$ cat src/rtl/inertial_pkg.sv
`default_nettype none
// ============================================================================
// Module      : inertial_pkg
// Description : Sequencer state encoding and sensor SPI command words.
// Revision    : 1.0 - initial release
// ============================================================================
package inertial_pkg;

    typedef enum logic [3:0] {
        PWR_WAIT = 4'd0,
        CFG0     = 4'd1,
        CFG1     = 4'd2,
        CFG2     = 4'd3,
        CFG3     = 4'd4,
        WAIT_INT = 4'd5,
        RD_PL    = 4'd6,
        RD_PH    = 4'd7,
        RD_AL    = 4'd8,
        RD_AH    = 4'd9,
        VALID    = 4'd10
    } state_t;

    localparam logic [15:0] CMD_INT_CFG = 16'h0D02;
    localparam logic [15:0] CMD_ACC_CFG = 16'h1053;
    localparam logic [15:0] CMD_GYR_CFG = 16'h1150;
    localparam logic [15:0] CMD_RND_CFG = 16'h1460;
    localparam logic [15:0] CMD_PTCH_L  = 16'hA200;
    localparam logic [15:0] CMD_PTCH_H  = 16'hA300;
    localparam logic [15:0] CMD_AZ_L    = 16'hAC00;
    localparam logic [15:0] CMD_AZ_H    = 16'hAD00;

endpackage
`default_nettype wire

$ cat src/rtl/inertial_sequencer_if.sv
`default_nettype none
// ============================================================================
// Module      : inertial_sequencer_if
// Description : SPI-master, interrupt and integrator signals of the sequencer.
// Revision    : 1.0 - initial release
// ============================================================================
interface inertial_sequencer_if;
    logic        INT;
    logic        done;
    logic [15:0] rd_data;
    logic        wrt;
    logic [15:0] cmd;
    logic        vld;
    logic [15:0] ptch_rt;
    logic [15:0] AZ;

    modport master (
        input  INT, done, rd_data,
        output wrt, cmd, vld, ptch_rt, AZ
    );

    modport slave (
        output INT, done, rd_data,
        input  wrt, cmd, vld, ptch_rt, AZ
    );
endinterface
`default_nettype wire

$ cat src/rtl/inertial_sequencer_sync2.sv
`default_nettype none
// ============================================================================
// Module      : sync2
// Description : Generic two-flop synchronizer with synchronous reset.
// Revision    : 1.0 - initial release
// ============================================================================
module sync2 #(
    parameter int WIDTH = 1
) (
    input  logic             clk,
    input  logic             rst,
    input  logic [WIDTH-1:0] d,
    output logic [WIDTH-1:0] q
);
    logic [WIDTH-1:0] meta;

    always_ff @(posedge clk) begin
        if (rst) begin
            meta <= '0;
            q    <= '0;
        end else begin
            meta <= d;
            q    <= meta;
        end
    end
endmodule
`default_nettype wire

$ cat src/rtl/inertial_sequencer.sv
`default_nettype none
// ============================================================================
// Module      : inertial_sequencer
// Description : Configures the inertial sensor, then reads pitch rate and AZ
//               on every data-ready interrupt. Revision: 1.0 - initial release
// ============================================================================
module inertial_sequencer
    import inertial_pkg::*;
#(
    parameter logic [15:0] INIT_CYCLES = 16'hFFFF
) (
    input  logic                 clk,
    input  logic                 rst,
    inertial_sequencer_if.master bus
);
    state_t      state, nxt_state;
    logic [15:0] timer;
    logic        int_s;
    logic        done_ok;
    logic        wrt_q, vld_q;
    logic [15:0] cmd_q, ptch_q, az_q;
    logic        nxt_wrt, nxt_vld;
    logic [15:0] nxt_cmd;
    logic        cap_pl, cap_ph, cap_al, cap_ah;
    logic        unused_hi;

    sync2 #(.WIDTH(1)) u_int_sync (
        .clk (clk),
        .rst (rst),
        .d   (bus.INT),
        .q   (int_s)
    );

    // A done coincident with our own wrt cannot complete that transaction.
    assign done_ok   = bus.done & ~wrt_q;
    assign unused_hi = ^bus.rd_data[15:8];

    always_ff @(posedge clk) begin
        if (rst) begin
            state  <= PWR_WAIT;
            timer  <= 16'h0000;
            wrt_q  <= 1'b0;
            vld_q  <= 1'b0;
            cmd_q  <= 16'h0000;
            ptch_q <= 16'h0000;
            az_q   <= 16'h0000;
        end else begin
            state <= nxt_state;
            wrt_q <= nxt_wrt;
            vld_q <= nxt_vld;
            if (nxt_wrt)            cmd_q        <= nxt_cmd;
            if (state == PWR_WAIT)  timer        <= timer + 16'd1;
            if (cap_pl)             ptch_q[7:0]  <= bus.rd_data[7:0];
            if (cap_ph)             ptch_q[15:8] <= bus.rd_data[7:0];
            if (cap_al)             az_q[7:0]    <= bus.rd_data[7:0];
            if (cap_ah)             az_q[15:8]   <= bus.rd_data[7:0];
        end
    end

    always_comb begin
        nxt_state = state;
        case (state)
            PWR_WAIT: if (timer == INIT_CYCLES - 16'd1) nxt_state = CFG0;
            CFG0:     if (done_ok) nxt_state = CFG1;
            CFG1:     if (done_ok) nxt_state = CFG2;
            CFG2:     if (done_ok) nxt_state = CFG3;
            CFG3:     if (done_ok) nxt_state = WAIT_INT;
            WAIT_INT: if (int_s)   nxt_state = RD_PL;
            RD_PL:    if (done_ok) nxt_state = RD_PH;
            RD_PH:    if (done_ok) nxt_state = RD_AL;
            RD_AL:    if (done_ok) nxt_state = RD_AH;
            RD_AH:    if (done_ok) nxt_state = VALID;
            VALID:    nxt_state = WAIT_INT;
            default:  nxt_state = PWR_WAIT;
        endcase
    end

    always_comb begin
        nxt_wrt = 1'b0;
        nxt_vld = 1'b0;
        nxt_cmd = cmd_q;
        cap_pl  = 1'b0;
        cap_ph  = 1'b0;
        cap_al  = 1'b0;
        cap_ah  = 1'b0;
        case (state)
            PWR_WAIT: if (timer == INIT_CYCLES - 16'd1) begin
                nxt_wrt = 1'b1; nxt_cmd = CMD_INT_CFG;
            end
            CFG0: if (done_ok) begin nxt_wrt = 1'b1; nxt_cmd = CMD_ACC_CFG; end
            CFG1: if (done_ok) begin nxt_wrt = 1'b1; nxt_cmd = CMD_GYR_CFG; end
            CFG2: if (done_ok) begin nxt_wrt = 1'b1; nxt_cmd = CMD_RND_CFG; end
            WAIT_INT: if (int_s) begin nxt_wrt = 1'b1; nxt_cmd = CMD_PTCH_L; end
            RD_PL: if (done_ok) begin
                cap_pl = 1'b1; nxt_wrt = 1'b1; nxt_cmd = CMD_PTCH_H;
            end
            RD_PH: if (done_ok) begin
                cap_ph = 1'b1; nxt_wrt = 1'b1; nxt_cmd = CMD_AZ_L;
            end
            RD_AL: if (done_ok) begin
                cap_al = 1'b1; nxt_wrt = 1'b1; nxt_cmd = CMD_AZ_H;
            end
            RD_AH: if (done_ok) begin
                cap_ah = 1'b1; nxt_vld = 1'b1;
            end
            default: ;
        endcase
    end

    assign bus.wrt     = wrt_q;
    assign bus.cmd     = cmd_q;
    assign bus.vld     = vld_q;
    assign bus.ptch_rt = ptch_q;
    assign bus.AZ      = az_q;
endmodule
`default_nettype wire

$ cat src/flat_wrapper.sv
// flat-port wrapper written by rule: the top's interface ports become plain ports
module inertial_sequencer_flat import inertial_pkg::*;
#(
    parameter logic [15:0] INIT_CYCLES = 16'hFFFF
)
  (clk, rst, bus_INT, bus_done, bus_rd_data, bus_wrt, bus_cmd, bus_vld, bus_ptch_rt, bus_AZ);
  inertial_sequencer_if bus_i ();
  input  logic clk;
  input  logic rst;
  input wire logic [$bits(bus_i.INT)-1:0] bus_INT;
  input wire logic [$bits(bus_i.done)-1:0] bus_done;
  input wire logic [$bits(bus_i.rd_data)-1:0] bus_rd_data;
  output wire logic [$bits(bus_i.wrt)-1:0] bus_wrt;
  output wire logic [$bits(bus_i.cmd)-1:0] bus_cmd;
  output wire logic [$bits(bus_i.vld)-1:0] bus_vld;
  output wire logic [$bits(bus_i.ptch_rt)-1:0] bus_ptch_rt;
  output wire logic [$bits(bus_i.AZ)-1:0] bus_AZ;
  assign bus_i.INT = bus_INT;
  assign bus_i.done = bus_done;
  assign bus_i.rd_data = bus_rd_data;
  assign bus_wrt = bus_i.wrt;
  assign bus_cmd = bus_i.cmd;
  assign bus_vld = bus_i.vld;
  assign bus_ptch_rt = bus_i.ptch_rt;
  assign bus_AZ = bus_i.AZ;
  inertial_sequencer #(.INIT_CYCLES(INIT_CYCLES)) u_core (.clk(clk), .rst(rst), .bus(bus_i));
endmodule
$ cat config.mk
export PLATFORM = sky130hd
export DESIGN_NAME = inertial_sequencer_flat
export DESIGN_NICKNAME = d
export VERILOG_FILES = /design/src/rtl/inertial_pkg.sv /design/src/rtl/inertial_sequencer_if.sv /design/src/rtl/inertial_sequencer_sync2.sv /design/src/rtl/inertial_sequencer.sv /design/src/flat_wrapper.sv
export SDC_FILE = /design/constraint.sdc
export NUM_CORES = 1
export LEC_CHECK = 0
export ABC_AREA = 1
export CAP_MARGIN = 30
export CORE_ASPECT_RATIO = 1.75
export CORE_MARGIN = 5
export CORE_UTILIZATION = 54
export DETAILED_ROUTE_END_ITERATION = 12
export GPL_TIMING_DRIVEN = 1
export PLACE_DENSITY = 0.85
export SYNTH_ARGS = -nofsm -noshare
export SYNTH_HDL_FRONTEND = slang
export SYNTH_HIERARCHICAL = 1
export SYNTH_SLANG_ARGS = --single-unit
$ cat constraint.sdc
create_clock -name clk -period 4.2 [get_ports clk]
set_clock_uncertainty 0.05 [all_clocks]
set_input_delay 0.63 -clock clk [delete_from_list [all_inputs] [get_ports clk]]
set_output_delay 0.63 -clock clk [all_outputs]
set_load 0.01 [all_outputs]
Yosys cells after proc, flatten, opt, wreduce, memory -nomap -nowiden
Cells that the tools add are included.
W data, S select, Z words.
{"block": "totals", "regBits": 72, "input_bits": 20, "output_inout_bits": 50, "wordCells": 68}
{"block": "classes", "add_sub_neg": 1, "n_eq_ne": 21, "n_mux": 28, "bitwise_logic": 2, "reduce_logical": 5}
{"cell": "$mux W16", "n": 8}
{"cell": "$pmux W16 S8", "n": 1}
{"cell": "$pmux W4 S11", "n": 1}
{"cell": "$mux W4", "n": 10}
{"cell": "$reduce_and A10 Y1", "n": 2}
{"cell": "$add A16 B1 Y16 const B", "n": 1}
{"cell": "$eq A16 B16 Y1 const B", "n": 1}
{"cell": "$eq A4 B3 Y1 const B", "n": 4}
{"cell": "$ne A2 B1 Y1 const B", "n": 8}
{"cell": "$eq A4 B4 Y1 const B", "n": 3}
{"cell": "$eq A4 B2 Y1 const B", "n": 2}
{"cell": "$reduce_bool A8 Y1", "n": 1}
{"cell": "$mux W1", "n": 7}
{"cell": "$reduce_or A6 Y1", "n": 1}
{"cell": "$eq A4 B1 Y1 const B", "n": 1}
{"cell": "$logic_not A4 Y1", "n": 1}
{"cell": "$ne A2 B2 Y1 const B", "n": 2}
{"cell": "$pmux W1 S3", "n": 1}
{"cell": "$and A1 B1 Y1", "n": 1}
{"cell": "$not A1 Y1", "n": 1}

Depth between registers and ports, before layout
Gate-level depths: netlist of the first run.
{"block": "logic_depth", "word_depth": 5, "mapped_depth": 11}

By module
Netlist of the first run, hierarchy kept.
{"module": "inertial_sequencer", "n_inst": 1, "cells_per_inst": 429, "area_per_inst_um2": 3004.1, "seq_area_each_um2": 1281.2}
{"module": "sync2", "n_inst": 1, "cells_per_inst": 6, "area_per_inst_um2": 55.1, "seq_area_each_um2": 40.0}

Least setup slack after synthesis of the first run
No wires, ideal clock.
{"block": "synth_path", "path_kind": "input -> register", "startpoint": "input port bus_done", "endpoint": "register u_core.az_q[8] (netlist: u_core/bus.AZ[8])", "arrival_ns": 1.514, "required_ns": 4.079, "setup_slack_ns": 2.565, "path_stages": 6, "n_path_buf": 2, "path_cell_list": "inv_1 > nor2_1 > buf_2 > clkbuf_1 > nand3_1 > a21oi_1"}
{"block": "synth_via", "elab_chain_len": 3}
{"item": "from (decl)", "line": "flat_wrapper.sv:11", "text": "input wire logic [$bits(bus_i.done)-1:0] bus_done;"}
{"item": "$and A1 B1 Y1", "line": "inertial_sequencer.sv:35", "text": "assign done_ok = bus.done & ~wrt_q;"}
{"item": "$mux W1", "line": "inertial_sequencer.sv:103", "text": "RD_AH: if (done_ok) begin"}
{"item": "$mux W1", "line": "inertial_sequencer.sv:86", "text": "case (state)"}
{"item": "to (signal assigned)", "line": "inertial_sequencer.sv:56", "text": "if (cap_ah) az_q[15:8] <= bus.rd_data[7:0];"}
{"item": "to (decl)", "line": "inertial_sequencer.sv:21", "text": "logic [15:0] cmd_q, ptch_q, az_q;"}
Every way passes these cells.
A chain may end at the register's enable or synchronous reset.

==> run summary, run 1 <==
=================================================================================
Status                                                               finished, final reports clean
Power after layout                                                        1194 uW
Diodes inserted                                                                 0
RD Place Congestion                                                        0.8908
# resized after CTS                                                             0
Wire length of the first global-routing pass                             12650 um
Buffer count from post-CTS setup fixing                                         0
Cells on Worst Hold Path                                                        2
Final period utilization                                                   59.30%
Most common library cell in the layout ignoring fill and taps        sky130_fd_sc_hd__nand2_1
GRT Resource Usage Total                                                   23.07%
Clock latency of the later-clocked register in the worst-skew pair        0.35 ns
Cell Count Post-Placement                                                     557
Longest Clk Path Bufs                                                           2
Finished layout cell area                                               3856 um^2
Cell leakage power                                                    0.001518 uW
P&R area growth vs syn                                                     26.05%
Mean post-synth cell area                                              7.033 um^2
Share of the core filled with cells in the final layout                    69.60%
Max-cap violation count                                                         0
Number of top-level design ports                                               70
Gate count of the mapped netlist                                              435
Detailed route wirelength on metal3                                        483 um
Placement-stage cell area                                               3656 um^2
Number of DRC markers after the initial detailed-route iteration              150
Arrival time at the worst endpoint                                        2.66 ns
# DRC                                                                           0
Share of the synthesized area in the top cell type                         43.19%
Antenna violations before repair                                                0
Total CTS buffers                                                               9
Worst IR Drop VDD                                                       0.2857 mV
Core outline area                                                       5540 um^2
Endpoint kind of the worst setup timing path                                 flop
Worst hold path class                                                flop to flop
H-Tree Depth                                                                    3
HPWL reported at the end of detailed placement                            5636 um
Vert. Die Dim                                                            109.6 um
X dimension of the die                                                   66.90 um
Final setup vio count                                                           0
Power Density                                                        309.6 nW/um^2
Post-synthesis cell area                                                3059 um^2
Count of antenna-violating nets left after detailed routing                     0
Post-synthesis sequential area ratio                                       43.19%
Clock transition at the registers of the reported paths                   0.07 ns
Number of enable flip-flop cells after synthesis                                0
Cell taking the most area after synthesis                            sky130_fd_sc_hd__dfxtp_1
Achievable Freq                                                        0.4015 GHz
Largest cells by area after synthesis                                sky130_fd_sc_hd__dfxtp_1 43%, sky130_fd_sc_hd__nand2_1 11%, sky130_fd_sc_hd__nor2_1 9.2%
Maximum number of pins on one net before global-route repair                   37
Post-synth top flop                                                  sky130_fd_sc_hd__dfxtp_1
Number of sinks driven by the clock tree                                       66
Count of final hold-check violations                                            0
TritonRoute pass-1 iters                                                        5
Buffer type at the clock tree root                                   sky130_fd_sc_hd__clkbuf_8
Total congestion overflow after global routing                                  0
DR WL/cell                                                               13.16 um
Transition time of the tightest slew-check pin                          0.9480 ns
Input/output buffers                                                           57
Vias in the first global route                                               2791
# nets final                                                                  514
Max Transition Viols Final                                                      0
Starting Density                                                           55.22%
Clock tree from TritonCTS                                                    done
Area of the die                                                         7330 um^2
Final sum of negative setup slack                                            0 ns
Hold buffer count at cts                                                        0
Most used cells in the layout excluding fill and tap cells           90 x sky130_fd_sc_hd__nand2_1, 75 x sky130_fd_sc_hd__nor2_1, 66 x sky130_fd_sc_hd__dfxtp_1, 57 x sky130_fd_sc_hd__clkdlybuf4s50_1, 44 x sky130_fd_sc_hd__inv_1
Routed metal-1 wire length                                                2830 um
Layout cells sized above 1                                                 8.652%
Final worst path period need                                             2.490 ns
Syn. warnings                                                                   6
Number of storage elements in the synthesis netlist                            66
Highest metal layer with signal wires                                        met4
Standard-cell row count                                                        36
Kind of launch point of the worst setup path                            input pin
Vias post-DR                                                                 2881
Met2 wire length                                                          4013 um
Total Routed Length                                                       7539 um
Data required time at the worst endpoint                                  4.37 ns
Type of the worst setup path                                         input pin to flop
Depth of the worst register-to-register path                                    7
Mean number of vias per cell                                                5.028
Worst-path fanout max                                                          36
Synth async-reset ratio                                                        0%
Unrepaired setup endpoints after global routing                                no
Final non-filler cell total                                                   573
Worst slew slack as a fraction of its limit                                36.41%
Synth cell types                                                               34
=================================================================================
-- through the flow --
stage / setup WS (ns) / hold WS [ns]
2_1_floorplan: 2.565 / 0.3383
3_3_place_gp: 1.397 / 0.3526
3_5_place_dp: 1.321 / 0.3526
4_1_cts: 1.713 / 0.3625
5_1_grt: 1.544 / 0.4083
6_report: 1.710 / 0.3630
-- cell usage after synthesis (2+ instances only) --
library cell / count
sky130_fd_sc_hd__nand2_1: 90
sky130_fd_sc_hd__nor2_1: 75
sky130_fd_sc_hd__dfxtp_1: 66
sky130_fd_sc_hd__inv_1: 44
sky130_fd_sc_hd__a21oi_1: 38
sky130_fd_sc_hd__nand3_1: 38
sky130_fd_sc_hd__o21ai_0: 23
sky130_fd_sc_hd__buf_4: 6
sky130_fd_sc_hd__clkbuf_1: 5
sky130_fd_sc_hd__nor2_4: 5
sky130_fd_sc_hd__buf_2: 4
sky130_fd_sc_hd__nand2_2: 4
sky130_fd_sc_hd__clkinv_1: 3
sky130_fd_sc_hd__nand3_2: 3
sky130_fd_sc_hd__nor2_2: 3
sky130_fd_sc_hd__nor3_1: 3
sky130_fd_sc_hd__xnor2_1: 3
sky130_fd_sc_hd__ha_1: 2
sky130_fd_sc_hd__inv_2: 2
sky130_fd_sc_hd__nand4_1: 2
sky130_fd_sc_hd__nor3b_1: 2
sky130_fd_sc_hd__o21ai_2: 2
-- final cells by class --
class / count / area (um^2)
fill: 465 / 1684
multi-input combinational: 306 / 1464
sequential: 66 / 1321
timing repair buffer: 59 / 585.6
inverter: 50 / 190.2
clock buffer: 13 / 178.9
tap: 76 / 95.09
clock inverter: 3 / 21.27
-- critical path, stage by stage --
cell,delay [ns]
sky130_fd_sc_hd__clkdlybuf4s50_1,0.46
sky130_fd_sc_hd__buf_4,0.32
sky130_fd_sc_hd__clkinv_1,0.84
sky130_fd_sc_hd__o21ai_0,0.34
sky130_fd_sc_hd__a21oi_1,0.06
-- power by group --
part	total (uW)	switching (uW)	leakage [uW]	internal, uW
logic	44.7	28.5	0.000884	16.2
clock network	517	239	0.000102	279
registers	632	2.98	0.000532	629
total	1190	270	0.00152	924
-- routing by layer --
| metal | vias up | GRT usage, % |
|---|---|---|
| met1 | 1308 | 23.98 |
| met4 | 0 | 12.34 |
| met3 | 16 | 7.566 |
| met5 | - | 0 |
| li1 | 1481 | - |
| met2 | 76 | 40.20 |
-- worst paths after layout --
path / slack [ns] / endpoint / from
setup / recovery: 1.71 / u_core/bus.ptch_rt[3]$_SDFFE_PP0P_ / rst
setup reg to reg: 2.41 / u_core/bus.cmd[0]$_SDFFE_PP0P_ / u_core/state[3]$_SDFFE_PP0P_
hold / removal: 0.36 / u_core/u_int_sync/q$_SDFF_PP0_ / u_core/u_int_sync/meta$_SDFF_PP0_
hold reg to reg: 0.36 / u_core/u_int_sync/q$_SDFF_PP0_ / u_core/u_int_sync/meta$_SDFF_PP0_
-- cells by family after synthesis --
kind of cell / synth area share (%)
simple gates: 33.25
buf+inv: 9.325
xor+xnor: 1.145
flops: 43.19
other cells: 0.1226
compound gates: 12.15
fa+ha+maj: 0.8179
-- registers in the layout, summed over array words and instances, names as in the netlist --
signal and cells:
u_core/bus.AZ 16, u_core/bus.ptch_rt 16, u_core/timer 16, u_core/bus.cmd 10
u_core/state 4, u_core/bus.vld 1, u_core/bus.wrt 1, u_core/u_int_sync/meta 1
u_core/u_int_sync/q 1
Power figures use the tool's default switching activity.
==> inputs of run 2 (changes only) <==
- CORE_UTILIZATION: 54 -> 50
- PLACE_DENSITY: 0.85 -> 0.8
- clock period: 4.2 -> 2.5 ns (I/O delays scaled with it)
==> run 2 against run 1 <==
Critical path depth grew 1. Die area grew 7.0%. Critical path type unchanged. Worst hold slack lost 0.011 ns. Core utilization shrank 3.3 points. First-iteration DRC count shrank 6.0%. Count of clock-buffer cells in the layout shrank 1.
==> run summary, run 2 (synthesized netlist as in run 1, its figures left out) <==
=================================================================================
P&R area growth vs syn                                                     28.34%
Met2 Track Usage GR                                                        39.29%   -0.91 points
Power Density                                                        553.2 nW/um^2   +79%
Reg-to-reg critical path endpoint                                    u_core/bus.cmd[5]$_SDFFE_PP0P_
Final worst path period need                                             1.813 ns
Layout cells sized above 1                                                 9.381%   +0.73 points
Clock latency of the later-clocked register in the worst-skew pair        0.34 ns   about the same
Routing usage on met3                                                      5.820%   -1.7 points
Max-cap violation count                                                         0   unchanged
Global routing met1 resource utilization                                   19.38%   -4.6 points
Most used cells in the layout excluding fill and tap cells           90 x sky130_fd_sc_hd__nand2_1, 75 x sky130_fd_sc_hd__nor2_1, 66 x sky130_fd_sc_hd__dfxtp_1, 57 x sky130_fd_sc_hd__clkdlybuf4s50_1, 44 x sky130_fd_sc_hd__inv_1
Total congestion overflow after global routing                                  0   unchanged
Hold Crit Endpoint                                                   u_core/u_int_sync/q$_SDFF_PP0_
Final period utilization                                                   72.51%
Final sum of negative setup slack                                            0 ns   unchanged
# nets final                                                                  518   +0.78%
Count of antenna-violating nets left after detailed routing                     0   unchanged
Buffer type at the clock tree root                                   sky130_fd_sc_hd__clkbuf_8
GRT Resource Usage Total                                                   20.36%   -2.7 points
Most common library cell in the layout ignoring fill and taps        sky130_fd_sc_hd__nand2_1
Cells on Worst Hold Path                                                        2   unchanged
Kind of launch point of the worst setup path                            input pin
Clock tree from TritonCTS                                                    done
TritonRoute pass-1 iters                                                        4   -1
Type of the worst setup path                                         input pin to flop
Clock transition at the registers of the reported paths                   0.07 ns   about the same
Mean number of vias per cell                                                5.052   +0.48%
Number of sinks driven by the clock tree                                       66   unchanged
Starting Density                                                           51.63%   -3.6 points
Count of final hold-check violations                                            0   unchanged
Cell-by-cell trace of the critical path                              clkdlybuf4s50_1, inv_1, nor2_1, nand3_1, o21ai_0, a21oi_1
Worst slew slack as a fraction of its limit                                65.36%   +29 points
Worst R2R Start                                                      u_core/state[3]$_SDFFE_PP0P_
Number of filler instances in the final layout                                545   +17%
Count of buffer and inverter cells on the critical path                         2   -1
Status                                                               finished, final reports clean
Vias post-DR                                                                 2925   +1.5%
Transition time of the tightest slew-check pin                          0.5181 ns   -0.4299 ns
Cell leakage power                                                    0.001555 uW   +2.4%
X dimension of the die                                                   69.13 um   +3.3%
Vias in the first global route                                               2845   +1.9%
# resized after CTS                                                             0   unchanged
Achievable Freq                                                        0.5517 GHz
Power after layout                                                        2172 uW   +82%
Endpoint kind of the worst setup timing path                                 flop
Worst hold slack across all endpoints                                   0.3523 ns   -0.01072 ns
Hold buffer count at cts                                                        0   unchanged
Worst-path fanout max                                                          16   -56%
HPWL reported at the end of detailed placement                            5735 um   +1.8%
Max Transition Viols Final                                                      0   unchanged
Maximum number of pins on one net before global-route repair                   20   -46%
First element of the critical path                                       bus_done
Core outline area                                                       5926 um^2   +7.0%
Area of the die                                                         7845 um^2   +7.0%
Antenna violations before repair                                                0   unchanged
Wire length of the first global-routing pass                             12900 um   +2.0%
Flop-to-flop setup slack                                                  0.69 ns   -1.72 ns
Buffer count from post-CTS setup fixing                                         0   unchanged
Arrival time at the worst endpoint                                        1.97 ns   -0.69 ns
Diodes inserted                                                                 0   unchanged
Number of DRC markers after the initial detailed-route iteration              141   -6.0%
H-Tree Depth                                                                    3   unchanged
Busiest layer in global routing                                              met2
Worst hold path class                                                flop to flop
Hold path startpoint                                                 u_core/u_int_sync/meta$_SDFF_PP0_
Number of top-level design ports                                               70   unchanged
Unrepaired setup endpoints after global routing                                no
RD Place Congestion                                                        0.8829   -0.89%
Cell with the biggest individual delay on the critical path          sky130_fd_sc_hd__clkdlybuf4s50_1
# DRC                                                                           0   unchanged
Total CTS buffers                                                               9   unchanged
Depth of the worst register-to-register path                                    7   unchanged
Final setup vio count                                                           0   unchanged
Worst IR Drop VDD                                                       0.5547 mV   +94%
Dominant delay contributor by cell family on the critical path       simple AND/OR/NAND/NOR gates
Crit path largest cell delay                                              0.46 ns   -0.38 ns
Data required time at the worst endpoint                                  2.66 ns   -1.71 ns
Input/output buffers                                                           57   unchanged
Longest Clk Path Bufs                                                           2   unchanged
Vert. Die Dim                                                            113.5 um   +3.6%
Total Routed Length                                                       7616 um   +1.0%
DR WL/cell                                                               13.15 um   about the same
Standard-cell row count                                                        37   +2.8%
=================================================================================
[run 2: how the worst max path moves through the flow]
stage / endpoint / cells after the start
floorplan: u_core/bus.cmd[10]$_SDFFE_PP0P_ / 11
global placement: u_core/bus.ptch_rt[3]$_SDFFE_PP0P_ / 6
detailed placement: u_core/bus.ptch_rt[2]$_SDFFE_PP0P_ / 6
CTS: u_core/bus.cmd[5]$_SDFFE_PP0P_ / 7
global route: u_core/bus.cmd[5]$_SDFFE_PP0P_ / 7
finish: u_core/bus.ptch_rt[2]$_SDFFE_PP0P_ / 6
[run 2: power breakdown]
part	leakage [uW]	switching [uW]	internal [uW]
Combinational	0.000904	50.0	30.8
Sequential	0.000532	5.53	1060
Clock	0.000119	388	641
[run 2: cell type report]
class	count	area, um^2	share of cell area (%)
clock buffers	12	165.2	4.206
clock inverters	4	72.57	1.848
inverters	50	190.2	4.844
multi-input cells	306	1464	37.28
flip-flops and latches	66	1321	33.65
well taps	78	97.59	2.486
repair buffers	63	615.6	15.68
[run 2: worst min-delay path, delay by kind of cell, from the launching register on]
family,cells,cell delay [ns]
AND/OR/NAND/NOR,1,0.03
buffers and inverters,1,0.04
flip-flops,1,0.30
[run 2: per-layer routing]
layer  share of wire, %  up-vias
met4                3.2        0
li1                   -     1494
met3                4.9       17
met5                  0        -
met1                 37     1338
met2                 55       76
[run 2: per-stage QoR]
step	util [%]	setup WS [ns]	instances	area, um^2
finish	66.26	0.6874	579	3926
global route	66.26	0.5176	579	3926
CTS	66.26	0.6806	579	3926
detailed placement	62.25	0.3637	563	3689
global placement	62.25	0.4091	563	3689
floorplan	-	1.051	438	3070
==> inputs of run 3 (changes only) <==
- CORE_UTILIZATION: 50 -> 45
- PLACE_DENSITY: 0.8 -> 0.76
- clock period: 2.5 -> 1.46 ns (I/O delays scaled with it)
==> run 3 against run 2 <==
First-iteration DRC count increased by 6.4%. The run now ends with setup timing left. Final cell count rose by 11%. Setup slack worse by 0.78 ns. Critical endpoint is now u_core/bus.cmd[1]$_SDFFE_PP0P_. Die area rose by 9.8%. Register-to-register slack got worse by 0.78 ns. Highest routed layer unchanged.
==> run summary, run 3 (synthesized netlist as in run 1, its figures left out) <==
=================================================================================
Vias post-DR                                                                 3314   +13%
Most numerous cell on the critical path                              sky130_fd_sc_hd__nor2_4
DR WL/cell                                                               14.34 um   +9.0%
Final period utilization                                                   106.6%
Unrepaired setup endpoints after global routing                               yes
Vert. Die Dim                                                            119.1 um   +4.9%
Violated checks                                                      setup timing
Number of sinks driven by the clock tree                                       66   unchanged
Total CTS buffers                                                               9   unchanged
Most used cells in the layout excluding fill and tap cells           85 x sky130_fd_sc_hd__nand2_1, 60 x sky130_fd_sc_hd__dfxtp_1, 55 x sky130_fd_sc_hd__nor2_1, 54 x sky130_fd_sc_hd__buf_4, 45 x sky130_fd_sc_hd__dlygate4sd2_1
Type of the worst setup path                                         flop to flop
Crit path largest cell delay                                              0.33 ns   -0.13 ns
X dimension of the die                                                   72.33 um   +4.6%
Vias in the first global route                                               3410   +20%
Max Transition Viols Final                                                      0   unchanged
Seq pwr share                                                               43.9%   -5.0 points
Placement-stage cell area                                               4069 um^2   +10%
Final setup vio count                                                          15   +15
Area of the die                                                         8612 um^2   +9.8%
Standard-cell row count                                                        39   +5.4%
Worst path setup slack after routing                                  -0.09658 ns   -0.7840 ns
Total Routed Length                                                       9236 um   +21%
Worst-path fanout max                                                           5   -11
Cell leakage power                                                    0.002178 uW   +40%
Clock transition at the registers of the reported paths                   0.06 ns   about the same
Arrival time at the worst endpoint                                        1.73 ns   -0.24 ns
Maximum number of pins on one net before global-route repair                   37   +85%
Antenna violations before repair                                                0   unchanged
P&R area growth vs syn                                                     53.70%
Wire length of the first global-routing pass                             14990 um   +16%
RD Place Congestion                                                        0.8909   +0.91%
Longest Clk Path Bufs                                                           2   unchanged
Final worst path period need                                             1.557 ns
H-Tree Depth                                                                    3   unchanged
Number of filler instances in the final layout                                533   -2.2%
Hold buffer count at cts                                                        0   unchanged
Max-cap violation count                                                         0   unchanged
Clock latency of the later-clocked register in the worst-skew pair        0.33 ns   about the same
Cell with the biggest individual delay on the critical path          sky130_fd_sc_hd__dfxtp_2
Total congestion overflow after global routing                                  0   unchanged
Number of top-level design ports                                               70   unchanged
Cell-by-cell trace of the critical path                              inv_2, ha_4, nand2_2, nor2_1, nand2_1, nor2_4, nor2_4, nor2_4, nand2_4, nor2_2, nor2_1
TritonRoute pass-1 iters                                                        4   unchanged
Endpoint kind of the worst setup timing path                                 flop
Final non-filler cell total                                                   644   +11%
Cell Count Post-Placement                                                     612   +8.7%
Clock tree from TritonCTS                                                    done
Relative contribution of the clock network to total power                   51.5%   +4.1 points
Achievable Freq                                                        0.6424 GHz
Mean number of vias per cell                                                5.146   +1.9%
# nets final                                                                  579   +12%
Count of antenna-violating nets left after detailed routing                     0   unchanged
Net Sw Frac                                                                22.30%   +1.9 points
Psw                                                                      920.3 uW   +110%
Logic gate share of total power                                              4.5%   +0.8 points
HPWL reported at the end of detailed placement                            6222 um   +8.5%
Status                                                               finished with violations
Kind of launch point of the worst setup path                                 flop
Diodes inserted                                                                 0   unchanged
Starting Density                                                           46.44%   -5.2 points
GRT Resource Usage Total                                                   21.98%   +1.6 points
Number of DRC markers after the initial detailed-route iteration              150   +6.4%
Most common library cell in the layout ignoring fill and taps        sky130_fd_sc_hd__nand2_1
Finished layout cell area                                               4702 um^2   +20%
Core outline area                                                       6588 um^2   +11%
# DRC                                                                           0   unchanged
Layout cells sized above 1                                                 27.05%   +18 points
Power Density                                                        877.8 nW/um^2   +59%
Worst hold slack across all endpoints                                   0.3535 ns   +0.001136 ns
Data required time at the worst endpoint                                  1.64 ns   -1.02 ns
Buffer type at the clock tree root                                   sky130_fd_sc_hd__clkbuf_16
Count of final hold-check violations                                            0   unchanged
Worst IR Drop VDD                                                       0.7821 mV   +41%
Worst hold path class                                                flop to flop
Internal Power                                                            3207 uW   +86%
Input/output buffers                                                           57   unchanged
=================================================================================
-- run 3: cell types whose count changed in the layout (fill, tap and decap cells not counted), moves of 6 or more --
cell	before	now
sky130_fd_sc_hd__clkbuf_16	0	9
sky130_fd_sc_hd__dlygate4sd2_1	0	45
sky130_fd_sc_hd__clkbuf_8	12	0
sky130_fd_sc_hd__nand3_1	38	32
sky130_fd_sc_hd__clkdlybuf4s50_1	57	11
sky130_fd_sc_hd__buf_6	0	7
sky130_fd_sc_hd__dfxtp_1	66	60
sky130_fd_sc_hd__nor2_4	5	12
sky130_fd_sc_hd__nor2_1	75	55
sky130_fd_sc_hd__nor2_2	3	16
sky130_fd_sc_hd__buf_4	6	54
-- run 3: worst paths after layout --
check	startpoint	endpoint	slack [ns]	cells past startpoint
worst min register to register	u_core/u_int_sync/meta$_SDFF_PP0_	u_core/u_int_sync/q$_SDFF_PP0_	0.35	2
worst max register to register	u_core/timer[0]$_SDFFE_PP0N_	u_core/bus.cmd[1]$_SDFFE_PP0P_	-0.1	11
worst max-delay path	u_core/timer[0]$_SDFFE_PP0N_	u_core/bus.cmd[1]$_SDFFE_PP0P_	-0.1	11
worst min-delay path	u_core/u_int_sync/meta$_SDFF_PP0_	u_core/u_int_sync/q$_SDFF_PP0_	0.35	2
-- run 3: repair_timing --
| item | in CTS | in global routing |
|---|---|---|
| gates cloned | 3 | 1 |
| gates resized for setup | 82 | 42 |
| setup endpoints to repair | 97 | 60 |
| pin swaps | 9 | 8 |
| buffers inserted | 7 | 5 |
-- run 3: area by class of cell --
class / instances / area [um^2] / share of cell area, %
Clock buffer: 10 / 229.0 / 4.870
Clock inverter: 6 / 66.31 / 1.410
Inverter: 50 / 195.2 / 4.151
Multi-Input combinational cell: 309 / 1712 / 36.40
Sequential cell: 66 / 1336 / 28.42
Tap cell: 82 / 102.6 / 2.182
Timing Repair Buffer: 121 / 1061 / 22.57
-- run 3: power by group through the flow --
stage | Clock, uW | Combinational [uW] | Sequential (uW)
6_report | 2130 | 186 | 1810
5_1_grt | 2250 | 200 | 1810
4_1_cts | 2160 | 173 | 1810
3_5_place_dp | 0 | 158 | 1850
3_3_place_gp | 0 | 156 | 1850
2_1_floorplan | 0 | 74.2 | 1860
-- run 3: layer usage --
metal	up-vias	global-route usage (%)	wire length, um
met5	-	0	0
met4	0	12.24	365
met3	25	5.481	383
met2	95	40.35	5177
met1	1567	21.59	3309
li1	1627	-	-
-- run 3: critical path: cells and delay by family, from the launching register on --
kind                     cells  cell delay [ns]
AND/OR/NAND/NOR              9             0.86
flip-flops                   1             0.33
adder cells (fa/ha/maj)      1             0.13
buffers and inverters        1             0.08
-- run 3: through the flow --
stage | TNS, ns | setup WS [ns] | power [uW] | util (%)
4_1_cts | -0.6320 | -0.07962 | 4152 | 68.47
6_report | -0.9938 | -0.09658 | 4127 | 71.38
3_5_place_dp | -8.796 | -0.2351 | 2013 | 61.77
3_3_place_gp | -8.244 | -0.2047 | 2010 | 61.77
5_1_grt | -3.569 | -0.2428 | 4268 | 71.38
2_1_floorplan | 0 | 0.01142 | 1931 | -
